==> config.mk <==
export PLATFORM = sky130hd
export DESIGN_NAME = mul32_seq_flat
export DESIGN_NICKNAME = d
export VERILOG_FILES = /design/src/rtl/mul32_if.sv /design/src/rtl/mul32_seq.sv /design/src/flat_wrapper.sv
export SDC_FILE = /design/constraint.sdc
export NUM_CORES = 1
export LEC_CHECK = 0
export CAP_MARGIN = 30
export CORE_UTILIZATION = 51
export DETAILED_ROUTE_END_ITERATION = 10
export PLACE_DENSITY = 0.79
export SYNTH_ARGS = -nofsm -noshare
export SYNTH_HDL_FRONTEND = slang
export SYNTH_SLANG_ARGS = --single-unit
export TNS_END_PERCENT = 100
==> constraint.sdc <==
create_clock -name clk -period 4.53 [get_ports clk]
set_input_delay 0.6795 -clock clk [delete_from_list [all_inputs] [get_ports clk]]
set_output_delay 0.6795 -clock clk [all_outputs]
set_load 0.03 [all_outputs]
==> src/rtl/mul32_if.sv <==
// ---------------------------------------------------------------------------
// mul32_if
// Request/response bundle between the execute-stage controller and the
// sequential 32x32 multiplier.
//   start  : request a multiply (honoured only when the multiplier is idle)
//   sgn    : 1 = signed (MULT), 0 = unsigned (MULTU), sampled with start
//   a, b   : 32-bit operands, sampled with start
//   busy   : operation in progress (controller stalls on it)
//   done   : one-cycle pulse when hi/lo carry a new product
//   hi, lo : upper / lower 32 bits of the 64-bit product
// Modports: master = requester (controller / bench), slave = multiplier.
// ---------------------------------------------------------------------------
interface mul32_if;
   logic        start;
   logic        sgn;
   logic [31:0] a;
   logic [31:0] b;
   logic        busy;
   logic        done;
   logic [31:0] hi;
   logic [31:0] lo;

   modport master (output start, sgn, a, b, input  busy, done, hi, lo);
   modport slave  (input  start, sgn, a, b, output busy, done, hi, lo);
endinterface

==> src/rtl/mul32_seq.sv <==
// ---------------------------------------------------------------------------
// mul32_seq
// Multi-cycle 32x32 integer multiplier (MULT / MULTU) producing a 64-bit
// HI/LO result with a radix-2 shift-add datapath. Signed operands are
// reduced to magnitudes up front and the product is negated at the end,
// so the core loop is purely unsigned. All partial-product accumulation
// goes through the single carry-lookahead adder instance u_cla.
//
// Ports:
//   clk    : rising-edge clock
//   rst_n  : synchronous active-low reset
//   bus    : mul32_if.slave (start, sgn, a, b in; busy, done, hi, lo out)
//
// Parameter:
//   ITER   : shift-add iterations, equal to the operand width (32)
//
// Optional build macro:
//   MUL_ZERO_SKIP_EN : when defined, a request with a zero operand completes
//                      immediately (done in the cycle after the start edge,
//                      busy never raised, hi=lo=0). Undefined (default):
//                      every request takes the full 34-cycle path.
//
// Timing: start sampled at edge N -> 32 CALC cycles, 1 SIGN cycle, 1 DONE
// cycle -> done high in the cycle following edge N+34; busy high 33 cycles.
// ---------------------------------------------------------------------------
module mul32_seq #(
   parameter int ITER = 32
) (
   input  logic    clk,
   input  logic    rst_n,
   mul32_if.slave  bus
);
   localparam int CNT_W = $clog2(ITER);

   typedef enum logic [1:0] {IDLE, CALC, SIGN, DONE} state_t;

   state_t             state;
   logic [CNT_W-1:0]   cnt;
   logic               neg;
   logic [31:0]        mcand;
   logic [31:0]        p_hi;
   logic [31:0]        p_lo;
   logic [31:0]        add_s;
   logic               add_c;
   logic [32:0]        acc;
   logic [31:0]        a_mag;
   logic [31:0]        b_mag;
   logic               zero_op;

   // Absolute value for signed requests; 0x80000000 maps to 2^31, which is
   // still exact as an unsigned 32-bit magnitude.
   function automatic logic [31:0] magnitude(input logic [31:0] v, input logic is_signed);
      return (is_signed && v[31]) ? (~v + 32'd1) : v;
   endfunction

   mul32_cla32 u_cla (
      .a    (p_hi),
      .b    (mcand),
      .cin  (1'b0),
      .s    (add_s),
      .cout (add_c)
   );

   always_comb begin
      a_mag = magnitude(bus.a, bus.sgn);
      b_mag = magnitude(bus.b, bus.sgn);
      // Add the multiplicand only when the current multiplier bit is set.
      acc   = p_lo[0] ? {add_c, add_s} : {1'b0, p_hi};
   end

`ifdef MUL_ZERO_SKIP_EN
   assign zero_op = (bus.a == 32'd0) || (bus.b == 32'd0);
`else
   assign zero_op = 1'b0;
`endif

   // Control FSM with registered handshake and result outputs.
   always_ff @(posedge clk) begin
      if (!rst_n) begin
         state    <= IDLE;
         cnt      <= '0;
         neg      <= 1'b0;
         bus.busy <= 1'b0;
         bus.done <= 1'b0;
         bus.hi   <= 32'd0;
         bus.lo   <= 32'd0;
      end else begin
         bus.done <= 1'b0;
         unique case (state)
            IDLE: begin
               if (bus.start) begin
                  if (zero_op) begin
                     // Short-circuit: the result is known to be zero, so the
                     // completion pulse is issued straight from IDLE.
                     bus.done <= 1'b1;
                     bus.hi   <= 32'd0;
                     bus.lo   <= 32'd0;
                  end else begin
                     state    <= CALC;
                     bus.busy <= 1'b1;
                     cnt      <= '0;
                     neg      <= bus.sgn & (bus.a[31] ^ bus.b[31]);
                  end
               end
            end
            CALC: begin
               cnt <= cnt + 1'b1;
               if (cnt == CNT_W'(ITER - 1)) begin
                  state <= SIGN;
               end
            end
            SIGN: begin
               state    <= DONE;
               bus.busy <= 1'b0;
            end
            DONE: begin
               bus.hi   <= p_hi;
               bus.lo   <= p_lo;
               bus.done <= 1'b1;
               state    <= IDLE;
            end
            default: state <= IDLE;
         endcase
      end
   end

   // Product datapath; only the FSM state gates it, so it needs no reset.
   always_ff @(posedge clk) begin
      unique case (state)
         IDLE: begin
            if (bus.start) begin
               mcand <= a_mag;
               p_hi  <= 32'd0;
               p_lo  <= b_mag;
            end
         end
         CALC: begin
            // 65-bit {carry, sum, p_lo} shifted right by one into 64 bits.
            p_hi <= acc[32:1];
            p_lo <= {acc[0], p_lo[31:1]};
         end
         SIGN: begin
            if (neg) begin
               {p_hi, p_lo} <= ~{p_hi, p_lo} + 64'd1;
            end
         end
         default: ;
      endcase
   end
endmodule

// ---------------------------------------------------------------------------
// mul32_cla32
// 32-bit carry-lookahead adder: eight 4-bit lookahead groups, with the
// group carry passed from one group to the next.
//   a, b : addends       cin  : carry in
//   s    : sum           cout : carry out
// ---------------------------------------------------------------------------
module mul32_cla32 (
   input  logic [31:0] a,
   input  logic [31:0] b,
   input  logic        cin,
   output logic [31:0] s,
   output logic        cout
);
   logic [31:0] g;
   logic [31:0] p;
   logic [31:0] c;

   always_comb begin
      logic       carry;
      logic [3:0] gg;
      logic [3:0] pp;
      g     = a & b;
      p     = a ^ b;
      c     = '0;
      carry = cin;
      for (int k = 0; k < 8; k++) begin
         gg         = g[4*k +: 4];
         pp         = p[4*k +: 4];
         c[4*k]     = carry;
         c[4*k + 1] = gg[0] | (pp[0] & carry);
         c[4*k + 2] = gg[1] | (pp[1] & gg[0]) | (pp[1] & pp[0] & carry);
         c[4*k + 3] = gg[2] | (pp[2] & gg[1]) | (pp[2] & pp[1] & gg[0])
                    | (pp[2] & pp[1] & pp[0] & carry);
         carry      = gg[3] | (pp[3] & gg[2]) | (pp[3] & pp[2] & gg[1])
                    | (pp[3] & pp[2] & pp[1] & gg[0]) | ((&pp) & carry);
      end
      s    = p ^ c;
      cout = carry;
   end
endmodule

==> src/flat_wrapper.sv <==
// flat-port wrapper written by rule: the top's interface ports become plain ports
module mul32_seq_flat 
#(
   parameter int ITER = 32
)
  (clk, rst_n, bus_start, bus_sgn, bus_a, bus_b, bus_busy, bus_done, bus_hi, bus_lo);
  mul32_if bus_i ();
  input  logic clk;
  input  logic rst_n;
  input wire logic [$bits(bus_i.start)-1:0] bus_start;
  input wire logic [$bits(bus_i.sgn)-1:0] bus_sgn;
  input wire logic [$bits(bus_i.a)-1:0] bus_a;
  input wire logic [$bits(bus_i.b)-1:0] bus_b;
  output wire logic [$bits(bus_i.busy)-1:0] bus_busy;
  output wire logic [$bits(bus_i.done)-1:0] bus_done;
  output wire logic [$bits(bus_i.hi)-1:0] bus_hi;
  output wire logic [$bits(bus_i.lo)-1:0] bus_lo;
  assign bus_i.start = bus_start;
  assign bus_i.sgn = bus_sgn;
  assign bus_i.a = bus_a;
  assign bus_i.b = bus_b;
  assign bus_busy = bus_i.busy;
  assign bus_done = bus_i.done;
  assign bus_hi = bus_i.hi;
  assign bus_lo = bus_i.lo;
  mul32_seq #(.ITER(ITER)) u_core (.clk(clk), .rst_n(rst_n), .bus(bus_i));
endmodule
# After elaboration in Yosys (flattened, before gate mapping)
# Index checks and enable logic that the tools add are counted.
dict set report totals {
  ff_bits 170
  out_inout_bits 66
  in_bits 68
  elab_cells 254
}
dict set report op_classes {
  n_addsub 4
  bitwise 198
  muxes 17
  n_reduce_logical 18
  eq_ne 7
}
# op count
set op_table {}
lappend op_table {{$mux 32} 6}
lappend op_table {{$pmux 32 s3} 2}
lappend op_table {{$and 1x1->1} 115}
lappend op_table {{$or 1x1->1} 76}
lappend op_table {{$add 32x1->32 const B} 2}
lappend op_table {{$add 64x1->64 const B} 1}
lappend op_table {{$not 32->32} 2}
lappend op_table {{$not 64->64} 1}
lappend op_table {{$xor 32x32->32} 2}
lappend op_table {{$mux 33} 1}
lappend op_table {{$and 32x32->32} 1}
lappend op_table {{$reduce_and 4->1} 7}
lappend op_table {{$pmux 5 s2} 1}
lappend op_table {{$pmux 2 s4} 1}
lappend op_table {{$reduce_and 2->1} 4}
lappend op_table {{$add 5x1->5 const B} 1}
lappend op_table {{$eq 5x5->1 const B} 1}
lappend op_table {{$mux 5} 1}
lappend op_table {{$eq 2x2->1 const B} 2}
lappend op_table {{$mux 2} 2}
lappend op_table {{$ne 2x1->1 const B} 2}
lappend op_table {{$reduce_bool 2->1} 2}
lappend op_table {{$reduce_and 3->1} 1}
lappend op_table {{$reduce_bool 3->1} 1}
lappend op_table {{7 further kinds} 9}

# Longest topological paths before layout
# Gate-level depths: netlist (run 1).
dict set report depth {
  ltp_word 22
  ltp_mapped 13
  ltp_nobuf 13
}

# By module
# Synthesis (run 1) repeated with hierarchy kept, for this count alone.
dict set report hier_totals {
  cells_unflattened 1121
  hier_area_um2 11030.6
}
# mod seq_area_each_um2 area_per_inst_um2 instances cells_per_inst
set by_module_without_submodules {}
lappend by_module_without_submodules {mul32_seq 4364.2 9645.5 1 957}
lappend by_module_without_submodules {mul32_cla32 0.0 1385.1 1 164}

# Worst setup path after synthesis (run 1)
# No wires, ideal clock.
dict set report synth_path {
  kind {flip-flop to flip-flop}
  from {reg u_core.state[0]}
  to {reg u_core.p_hi[0] (enable)}
  stages_incl_launch_ff 6
  t_required_ps 4044
  n_path_buf 3
  t_arrival_ps 3886
  setup_time_ps 486
  slack_ps 158
  cell_sequence {dfxtp_1 -> ha_1 -> clkbuf_1 -> clkbuf_1 -> buf_1 -> nor2_1}
}
dict set report synth_between {
  elab_chain_len 3
}
# item line
set synth_lines {}
lappend synth_lines {{from (decl)} mul32_seq.sv:37} ;# state_t state;
lappend synth_lines {{from (signal assigned)} mul32_seq.sv:80} ;# state <= IDLE;
lappend synth_lines {{from (signal assigned)} mul32_seq.sv:99} ;# state <= CALC;
lappend synth_lines {{from (signal assigned)} mul32_seq.sv:109} ;# state <= SIGN;
lappend synth_lines {{$eq 2x2->1 (tied with other cells)} mul32_seq.sv:129} ;# unique case (state)
lappend synth_lines {{$ne 2x1->1 (no source line) (tied with other cells)} n/a}
lappend synth_lines {{$reduce_and 3->1 (no source line) (*)} n/a}
lappend synth_lines {{to (signal assigned)} mul32_seq.sv:139} ;# p_hi <= acc[32:1];
lappend synth_lines {{to (signal assigned)} mul32_seq.sv:144} ;# {p_hi, p_lo} <= ~{p_hi, p_lo} + 64'd1;
lappend synth_lines {{to (decl)} mul32_seq.sv:41} ;# logic [31:0] p_hi;
# Every way passes the cells marked *; elsewhere a longest branch is shown, timed or not.
# A chain may end at the register's enable or synchronous reset.

# Worst setup path in the final report (run 1)
dict set report layout_path {
  from {reg u_core.p_lo[3]}
  to {reg u_core.p_hi[12] (data pin)}
}
dict set report layout_between {
  elab_chain_len 4
}
# item line
set layout_lines {}
lappend layout_lines {{from (decl)} mul32_seq.sv:42} ;# logic [31:0] p_lo;
lappend layout_lines {{from (signal assigned)} mul32_seq.sv:134} ;# p_lo <= b_mag;
lappend layout_lines {{from (signal assigned)} mul32_seq.sv:140} ;# p_lo <= {acc[0], p_lo[31:1]};
lappend layout_lines {{from (signal assigned)} mul32_seq.sv:144}
lappend layout_lines {{$not 64->64} mul32_seq.sv:144}
lappend layout_lines {{$add 64x1->64} mul32_seq.sv:144}
lappend layout_lines {{$mux 32} mul32_seq.sv:143} ;# if (neg) begin
lappend layout_lines {{$pmux 32 s3} mul32_seq.sv:129}
# Every way passes these cells. The select of a mux whose other input is x is not followed.

==> results of run 1 <==
[state kept, by name, summed over array words and instances, names as in the netlist]
signal           flops
u_core.state         2
u_core.bus.busy      1
u_core.bus.hi       32
u_core.p_lo         32
u_core.bus.done      1
u_core.neg           1
u_core.bus.lo       32
u_core.p_hi         32
u_core.mcand        32
u_core.cnt           5
[metal layers]
layer / track usage, % / vias up / share of wire, %
met3: 4.01 / 43 / 5.0
li1: - / 4286 / -
met1: 32.4 / 4327 / 44
met4: 8.30 / 0 / 1.9
met5: 0 / - / 0
met2: 43.7 / 316 / 49
[worst max-delay path, stage by stage (launching register included)]
cell and delay, ns:
edfxtp_1 0.51, or4_4 0.60, or4_4 0.44, or3_1 0.56, or3_4 0.49, or4_1 0.43, xnor2_1 0.14, a22oi_1 0.14
nor2b_1 0.06
[placed cells by master (no fill, tap or decap), types with 5 or more instances in the layout]
cell type,count
or4_1,11
or3_1,17
a31oi_1,10
nand2_1,55
nor3_1,32
nand2b_1,12
a21o_1,9
nor2_1,75
nand3_1,8
mux2_2,5
inv_8,6
a32oi_1,7
xnor2_1,76
and3_1,6
nor2b_1,85
ha_1,39
inv_1,37
a22oi_1,23
dfxtp_1,74
fa_1,8
a221oi_1,21
a21oi_1,75
nor4_1,22
clkdlybuf4s50_1,132
and2_1,10
mux2i_1,70
buf_4,12
o31ai_1,12
edfxtp_1,96
clkbuf_16,17
o21ai_0,39
o41ai_1,8
o22ai_1,10
xor2_1,56
[final timing paths]
check / end / slack [ns] / cells after the start
worst max-delay path: u_core.p_hi[12]$_DFFE_PP_ / 0.90 / 8
worst min register to register: u_core.neg$_SDFFE_PN0P_ / 0.47 / 2
worst max register to register: u_core.p_hi[12]$_DFFE_PP_ / 0.90 / 8
worst min-delay path: u_core.neg$_SDFFE_PN0P_ / 0.47 / 2
[through the flow]
stage,util [%],power (mW),cell area [µm²],std cells
2_1_floorplan,-,5.28,10800,1114
6_report,63.3,7.78,13000,1508
5_1_grt,63.3,8.27,13000,1508
3_5_place_dp,60.5,6.30,12400,1476
4_1_cts,63.3,7.75,13000,1508
3_3_place_gp,60.3,6.15,12400,1475
[report_power, final]
part           internal, mW  switching (mW)  leakage (nW)  total (mW)
sequential             2.29           0.608          1.56        2.90
clock                 0.735           0.706         0.285        1.44
combinational          1.46            1.98          2.58        3.44
total                  4.49            3.29          4.43        7.78
[logic make-up after synthesis]
family	share of synthesized area, %
simple gates	18.3
compound gates	14.1
flops	40.4
xor+xnor	10.7
buf+inv	3.21
mux	7.01
fa+ha+maj	6.23
[Yosys cell counts (5+ instances only)]
library cell	n	area share, %
a31oi_1	10	0.58
nor2_1	76	2.6
o31ai_1	12	0.83
a22oi_1	23	1.6
nor3_1	32	1.5
xor2_1	56	4.5
nor2b_1	85	4.9
a221oi_1	21	1.7
dfxtp_1	74	14
mux2_2	5	0.52
buf_1	8	0.28
nand2b_1	12	0.70
fa_1	8	1.5
o21ai_0	39	1.8
ha_1	41	4.8
xnor2_1	76	6.2
or4_1	11	0.76
nand2_1	55	1.9
clkbuf_1	42	1.5
o22ai_1	10	0.58
a32oi_1	7	0.57
and2_1	10	0.58
a21oi_1	75	3.5
nor4_1	22	1.3
o41ai_1	8	0.65
mux2i_1	70	6.5
or3_1	17	0.98
edfxtp_1	96	27
and3_1	6	0.35
a21o_1	9	0.63
inv_1	37	1.3
nand3_1	8	0.37
[final cells by class]
cell class	instances	area (µm²)
clock buffers	17	425
clock inverters	15	144
fillers	1724	7530
inverters	37	139
multi-input cells	853	6110
flip-flops and latches	170	4360
well taps	270	338
repair buffers	146	1440
==> results.cfg, run 1 <==
[synth]
synth_cells = 1114
avgSynthCellArea_um2 = 9.69
synth_fp_nets = 1231
ys_types = 58
syn_area_um2 = 10800
ys_seq_elements = 170
seq_area_frac_synth_pct = 40.4
ys_async_sr_fraction_pct = 0
synth_edf_count = 96
ys_warn_count = 0
yosys_most_used_dff = edfxtp_1

[clock_tree]
clk_pin_slew_ns = 0.07
cts_sinks = 170
clockBufferDepth = 2
cts_buffers = 17
h-tree-depth = 4
cts_resized = 0
tritoncts = yes
clkLatencyLatePin_ns = 0.45
post_cts_buffers = 0
clk_root_buffer_cell = clkbuf_16
cts_hold_buffers = 0

[floorplanning]
num_rows = 52
die-area_um2 = 21800
die_y_um = 148
core_um2 = 20500
ios = 134
start_util_pct = 52.7
die_w_um = 148

[critical_path]
reg2reg_from = u_core.p_lo[3]$_DFFE_PP_
critical_path.startpoint_type = register
critPathLaunch = u_core.p_lo[3]$_DFFE_PP_
cp_max_fo = 12
crit_arrival_ns = 3.83
end_kind = register
crit_type = register to register
crit_required_ns = 4.72

[hold_path]
hold_start = u_core.neg$_SDFFE_PN0P_
min-delay-path-class = register to register

[routing]
wirelength_um = 27200
vias = 8972
firstDrtPassIters = 5
post_drt_wl_per_cell_um = 18.1
via_per_inst = 5.95
antenna_left = 0
drt_iter0_markers = 669
drcViolationCount = 0

[timing]
worst_pin_slew_ns = 0.843
setup_viol = 0
tns_ns = 0
holdWs_ns = 0.468
max-slew-margin-rel_pct = 43.3
drv_slew = 0
period_needed_ns = 3.63
fin_crit_sh_pct = 80.2
fin_ws_ns = 0.896
fmax_ghz = 0.275
rsz0062_at_grt = false
final-hold-violation-count = 0
worst_clock_skew_ns = 0.0184

[final_layout]
antenna_cells = 0
finalNetCount = 1342
area_growth_syn_to_layout_pct = 20.1
layout-drive-gt1-share_pct = 5.49

[global_routing]
track_usage_pct = 25.3
antenna_found_initial = 0
grt_pass1_vias = 8659
grt_max_degree = 63
grt-ovfl-total = 0
grt_pass1_wl_um = 43600

[status]
outcome = finished clean

[power_and_ir_drop]
leakagePower_nw = 4.43
p_per_area_nw_per_um2 = 600
ir_drop_v = 0.000361

[placement]
pre_cts_ws_ns = 0.689
port_buffers = 133
place_congestion = 0.850
dp_hpwl_um = 19000

[run]
drv_cap = 0
No activity file was read; power rests on OpenSTA's default activity.
==> inputs of run 2 (changes only) <==
--- a/config.mk
+++ b/config.mk
@@ -6,9 +6,9 @@
 export NUM_CORES = 1
 export LEC_CHECK = 0
 export CAP_MARGIN = 30
-export CORE_UTILIZATION = 51
+export CORE_UTILIZATION = 55
 export DETAILED_ROUTE_END_ITERATION = 10
-export PLACE_DENSITY = 0.79
+export PLACE_DENSITY = 0.81
 export SYNTH_ARGS = -nofsm -noshare
 export SYNTH_HDL_FRONTEND = slang
 export SYNTH_SLANG_ARGS = --single-unit
==> constraint.sdc (replaced) <==
create_clock -name clk -period 3.5 [get_ports clk]
set_input_delay 0.525 -clock clk [delete_from_list [all_inputs] [get_ports clk]]
set_output_delay 0.525 -clock clk [all_outputs]
set_load 0.03 [all_outputs]
==> run 2 against run 1 <==
  * Non-clock buffer count rose by 49
  * Critical path depth rose by 6
  * Worst setup slack got worse by 0.78 ns
  * Clock power rose by 31%
  * Cell count rose by 2.6%
  * Critical path type unchanged
  * Largest cell class unchanged
  * Largest power group unchanged
==> results.cfg, run 2 (synthesis gave the netlist of run 1 again) <==
[status]
outcome = finished clean

[critical_path]
crit_type = register to register
reg2regPathDepth = 14
end_kind = register
critPathLaunch = u_core.p_hi[2]$_DFFE_PP_
path_common_cell = a21oi_1
reg2reg_from = u_core.p_hi[2]$_DFFE_PP_
ff2ff_setup_slack_ns = 0.11
slowest_stage = edfxtp_1
crit_arrival_ns = 3.53
crit_required_ns = 3.65
cp_max_fo = 4
max_stage_delay_ns = 0.42
worstReg2RegEnd = u_core.p_hi[28]$_DFFE_PP_
critical_path.startpoint_type = register
cp_cell_sequence = ha_1, o21ai_0, o21bai_1, nand4_1, buf_4, a21oi_1, nor3_1, o21ai_0, a21oi_1, fa_1, xor2_1, nor2_1, a21oi_1, o22ai_1

[final_layout]
finalNetCount = 1391
fin_area_um2 = 13400
fillerInstances = 1348
area_growth_syn_to_layout_pct = 23.8
final_cell_mix = 132 x clkdlybuf4s50_1, 96 x edfxtp_1, 85 x nor2b_1, 76 x xnor2_1
layout-drive-gt1-share_pct = 9.25
layout_commonest_cell = clkdlybuf4s50_1
antenna_cells = 0

[routing]
drt_iter0_markers = 700
post_drt_wl_per_cell_um = 18.3
drcViolationCount = 0
wirelength_um = 28400
vias = 9279
antenna_left = 0
via_per_inst = 6.00
firstDrtPassIters = 5

[clock_tree]
cts_hold_buffers = 0
h-tree-depth = 4
tritoncts = yes
clk_root_buffer_cell = clkbuf_16
cts_buffers = 17
clk_pin_slew_ns = 0.07
cts_sinks = 170
clkLatencyLatePin_ns = 0.43
clockBufferDepth = 2

[floorplanning]
die_w_um = 142
ios = 134
die-area_um2 = 20200
core_um2 = 19000
start_util_pct = 57.0
num_rows = 50
die_y_um = 142

[placement]
port_buffers = 133
place_congestion = 0.927
dp_hpwl_um = 20000
placed_area_um2 = 12800

[hold_path]
hold_end = u_core.neg$_SDFFE_PN0P_
hold_path_depth = 2
min-delay-path-class = register to register
hold_start = u_core.neg$_SDFFE_PN0P_

[timing]
max-slew-margin-rel_pct = 49.2
period_needed_ns = 3.39
fin_crit_sh_pct = 96.8
final-hold-violation-count = 0
drv_slew = 0
rsz0062_at_grt = false
tns_ns = 0
setup_viol = 0
worst_pin_slew_ns = 0.760
worst_clock_skew_ns = 0.0128
fmax_ghz = 0.295

[global_routing]
grt-ovfl-total = 0
antenna_found_initial = 0
grt_pass1_vias = 9095
grt_pass1_wl_um = 45200
grt_max_degree = 45
track_usage_pct = 28.5

[power_and_ir_drop]
leakagePower_nw = 4.68
p_per_area_nw_per_um2 = 780
ir_drop_v = 0.000555

[run]
drv_cap = 0
[run 2: cell types whose count changed in the layout (fill, tap and decap cells not counted), moves of 2 or more]
| cell | change |
|---|---|
| buf_4 | +47 |
| inv_8 | -6 |
| buf_12 | +3 |
| clkinv_2 | +3 |
| clkbuf_8 | +2 |
| clkinvlp_4 | +2 |
[run 2: worst max-delay path: cells and delay by family (launching register included)]
kind / cells / cell delay [ns]
AND/OR/NAND/NOR: 3 / 0.28
buffers and inverters: 1 / 0.19
flip-flops: 1 / 0.42
XOR/XNOR: 1 / 0.16
adder cells (fa/ha/maj): 2 / 0.74
AO/OA/AOI/OAI: 7 / 1.31
[run 2: cell type report]
type | instances | area [µm²] | area share, %
clock inverter | 12 | 113 | 0.842
tap | 260 | 325 | 2.43
clock buffer | 20 | 478 | 3.58
inverter | 37 | 139 | 1.04
multi-input combinational | 853 | 6120 | 45.8
sequential | 170 | 4360 | 32.6
timing repair buffer | 195 | 1830 | 13.7
[run 2: worst max-delay path by stage]
stage / end / slack (ns) / depth (start not counted)
6_report: u_core.p_hi[28]$_DFFE_PP_ / 0.11 / 14
5_1_grt: u_core.p_hi[28]$_DFFE_PP_ / 0.005 / 14
4_1_cts: u_core.p_hi[24]$_DFFE_PP_ / 0.09 / 13
3_5_place_dp: u_core.p_hi[24]$_DFFE_PP_ / 0.12 / 13
3_3_place_gp: u_core.p_lo[24]$_DFFE_PP_ / 0.17 / 10
2_1_floorplan: u_core.p_hi[0]$_DFFE_PP_ / 0.20 / 5
[run 2: timing repair]
action                                  4_1_cts  5_1_grt
resized for setup                             0        3
endpoints found under the setup margin        0        7
buffers inserted                              0        1
[run 2: per-layer routing]
metal  vias up  global-route usage, %  wire length [µm]
met2       389                   48.9             13900
met3        64                   5.01              1840
li1       4377                      -                 -
met5         -                      0                 0
met1      4449                   35.8             11900
met4         0                   10.8               720
[run 2: per-stage QoR]
| step | hold slack (ns) | util, % | power, mW | cells | setup WS (ns) |
|---|---|---|---|---|---|
| floorplan | 0.438 | - | 6.82 | 1114 | 0.196 |
| global placement | 0.454 | 67.2 | 8.25 | 1513 | 0.171 |
| detailed placement | 0.458 | 67.3 | 8.41 | 1514 | 0.118 |
| CTS | 0.480 | 70.4 | 10.3 | 1546 | 0.0920 |
| global route | 0.488 | 70.5 | 11.0 | 1547 | 0.00461 |
| finish | 0.480 | 70.5 | 10.4 | 1547 | 0.113 |
[run 2: power breakdown]
part | total (mW) | internal, mW | switching [mW]
logic | 4.95 | 2.08 | 2.87
clock network | 1.89 | 1.07 | 0.821
registers | 3.59 | 2.96 | 0.625
==> inputs of run 3 (changes only) <==
--- a/config.mk
+++ b/config.mk
@@ -5,10 +5,13 @@
 export SDC_FILE = /design/constraint.sdc
 export NUM_CORES = 1
 export LEC_CHECK = 0
+export ABC_AREA = 1
 export CAP_MARGIN = 30
 export CORE_UTILIZATION = 55
 export DETAILED_ROUTE_END_ITERATION = 10
-export PLACE_DENSITY = 0.81
+export DONT_BUFFER_PORTS = 1
+export PLACE_DENSITY = 0.72
+export SKIP_CTS_REPAIR_TIMING = 1
 export SYNTH_ARGS = -nofsm -noshare
 export SYNTH_HDL_FRONTEND = slang
 export SYNTH_SLANG_ARGS = --single-unit
==> run 3 against run 2 <==
  * First-iteration DRC count is 38% higher
  * Die area up 3.6%
  * Core utilization shrank 9.1 points
==> results.cfg, run 3 <==
[timing]
final-hold-violation-count = 0
tns_ns = 0
drv_slew = 0
setup_viol = 0
holdWs_ns = 0.179
fmax_ghz = 0.316
rsz0062_at_grt = false
worst_pin_slew_ns = 0.979
period_needed_ns = 3.17
max-slew-margin-rel_pct = 34.7
worst_clock_skew_ns = 0.0111
fin_crit_sh_pct = 90.5

[critical_path]
cp_cell_sequence = ha_1, nand2_1, nand2_1, nand2_1, nand2_1, nand2_1, nand2_1, nand2_1, nand2_1, nand2_1, nand2_1, nand2_1, nand2_1, nand2_1, nand2_1, nand2_1, nand2_1, inv_1, fa_1, xnor2_1, o21ai_0, a21oi_1
cp_max_fo = 6
path_common_cell = nand2_1
end_kind = register
ff2ff_setup_slack_ns = 0.33
slowest_stage = edfxtp_1
crit_required_ns = 3.69
path_buf_inv = 1
reg2regPathDepth = 22
max_stage_delay_ns = 0.47
crit_type = register to register
critical_path.startpoint_type = register
crit_arrival_ns = 3.35
reg2reg_from = u_core.p_hi[2]$_DFFE_PP_
path_delay_family = simple AND/OR/NAND/NOR gates
worstReg2RegEnd = u_core.p_hi[28]$_DFFE_PP_

[global_routing]
grt_pass1_vias = 9451
grt_pass1_wl_um = 47900
grt-ovfl-total = 0
track_usage_pct = 29.8
grt_max_degree = 116
antenna_found_initial = 0

[synth]
netlist.top_cell.by_area = edfxtp_1
synth_fp_nets = 1604
yosys_most_used_dff = edfxtp_1
synth_cells = 1487
syn_area_um2 = 11200
ys_warn_count = 0
ys_seq_elements = 170
synth.top_cell.area_share_pct = 25.7
seq_area_frac_synth_pct = 39.0
avgSynthCellArea_um2 = 7.53
ys_async_sr_fraction_pct = 0
ys_types = 50
synth_edf_count = 96
synth_area_leaders = edfxtp_1 26%, dfxtp_1 13%, a21oi_1 8.5%, o21ai_0 7.2%, nand2_1 6.3%
ys_top_cells_by_count = 190 x a21oi_1, 188 x nand2_1, 182 x inv_1
yosysMostFrequentCell = a21oi_1

[floorplanning]
num_rows = 51
core_um2 = 19700
die_w_um = 145
die_y_um = 145
start_util_pct = 56.8
die-area_um2 = 20900
ios = 134

[clock_tree]
clockBufferDepth = 2
h-tree-depth = 4
cts_buffers = 17
clkLatencyLatePin_ns = 0.44
clk_pin_slew_ns = 0.07
cts_sinks = 170
tritoncts = yes
clk_root_buffer_cell = clkbuf_16

[placement]
dp_cells = 1712
place_congestion = 0.925
dp_hpwl_um = 21900
port_buffers = 0

[run]
drv_cap = 0

[power_and_ir_drop]
ir_drop_v = 0.000452
p_per_area_nw_per_um2 = 913
leakagePower_nw = 4.88

[final_layout]
antenna_cells = 0
layout-drive-gt1-share_pct = 6.63
finalNetCount = 1583
multiInputGateArea_um2 = 5900
layout_commonest_cell = a21oi_1
area_growth_syn_to_layout_pct = 8.16
fillerInstances = 1731
regArea_um2 = 4360
layout.cells.non_filler = 1744
fin_util_pct = 61.4
final_cell_mix = 190 x a21oi_1, 188 x nand2_1, 182 x inv_1, 161 x o21ai_0, 158 x nor2_1

[routing]
vias = 10300
via_per_inst = 5.89
wirelength_um = 30400
firstDrtPassIters = 5
antenna_left = 0
drcViolationCount = 0
post_drt_wl_per_cell_um = 17.4
drt_iter0_markers = 968

[hold_path]
min-delay-path-class = input port to register
hold_path_depth = 0
hold_end = u_core.mcand[0]$_DFFE_PP_
hold_start = bus_a[0]

[status]
outcome = finished clean
==> run 3: changes by cell type in the layout (fill, tap and decap cells not counted), moves of 46 or more <==
cell             change
mux2i_1             -70
inv_1              +145
nor2_1              +83
nand2_1            +133
buf_4               -46
a21oi_1            +115
xnor2_1             -50
nor2b_1             -85
nand3_1             +71
o21ai_0            +122
clkdlybuf4s50_1    -132
==> run 3: worst max path at each step <==
stage                                       from  cells past startpoint                         to  slack [ns]
global route            u_core.p_hi[2]$_DFFE_PP_                     22  u_core.p_hi[28]$_DFFE_PP_       0.002
detailed placement      u_core.p_hi[2]$_DFFE_PP_                     22  u_core.p_hi[28]$_DFFE_PP_        0.40
floorplan           u_core.state[0]$_SDFFE_PN0P_                      6   u_core.p_hi[0]$_DFFE_PP_        0.23
CTS                     u_core.p_hi[2]$_DFFE_PP_                     22  u_core.p_hi[28]$_DFFE_PP_        0.33
global placement        u_core.p_hi[3]$_DFFE_PP_                     21  u_core.p_hi[27]$_DFFE_PP_        0.46
finish                  u_core.p_hi[2]$_DFFE_PP_                     22  u_core.p_hi[28]$_DFFE_PP_        0.33
==> run 3: cells by family (layout without fill, tap and decap cells) <==
| kind of cell | count (synthesis) | in the layout | synth area share (%) |
|---|---|---|---|
| AOI/OAI and AO/OA | 410 | 410 | 19.4 |
| and+or+nand+nor | 546 | 546 | 22.4 |
| DFF | 170 | 170 | 39.0 |
| xor gates and xnor gates | 60 | 60 | 4.69 |
| buffers and inverters | 252 | 244 | 8.53 |
| adders and majority gates | 49 | 49 | 6.01 |
==> run 3: final cells by class <==
type	count	share of cell area (%)
clock inverter	13	1.29
clock buffer	19	3.75
inverter	196	6.12
tap	265	2.74
multi-input combinational	1065	48.7
sequential	170	36.0
timing repair buffer	16	1.36
==> run 3: metrics by stage <==
step	setup WS [ns]	instance area, µm²	total power, mW
4_1_cts	0.333	12100	11.0
3_5_place_dp	0.402	11500	8.99
6_report	0.331	12100	11.1
5_1_grt	0.00219	12100	11.8
3_3_place_gp	0.460	11500	8.84
2_1_floorplan	0.234	11200	7.51
==> run 3: metal layers <==
layer | wire length, µm | part of all wire (%) | vias to the layer above | global-route usage [%]
met5 | 0 | 0 | - | 0.251
met4 | 685 | 2.3 | 0 | 9.92
met3 | 2480 | 8.1 | 57 | 5.30
met2 | 14200 | 47 | 449 | 48.1
met1 | 13000 | 43 | 4722 | 40.3
li1 | - | - | 5040 | -
==> run 3: power by group <==
| part | total (mW) | switching (mW) | internal, mW |
|---|---|---|---|
| combinational | 4.95 | 3.32 | 1.63 |
| sequential | 4.12 | 1.05 | 3.07 |
| clock | 1.99 | 0.878 | 1.12 |
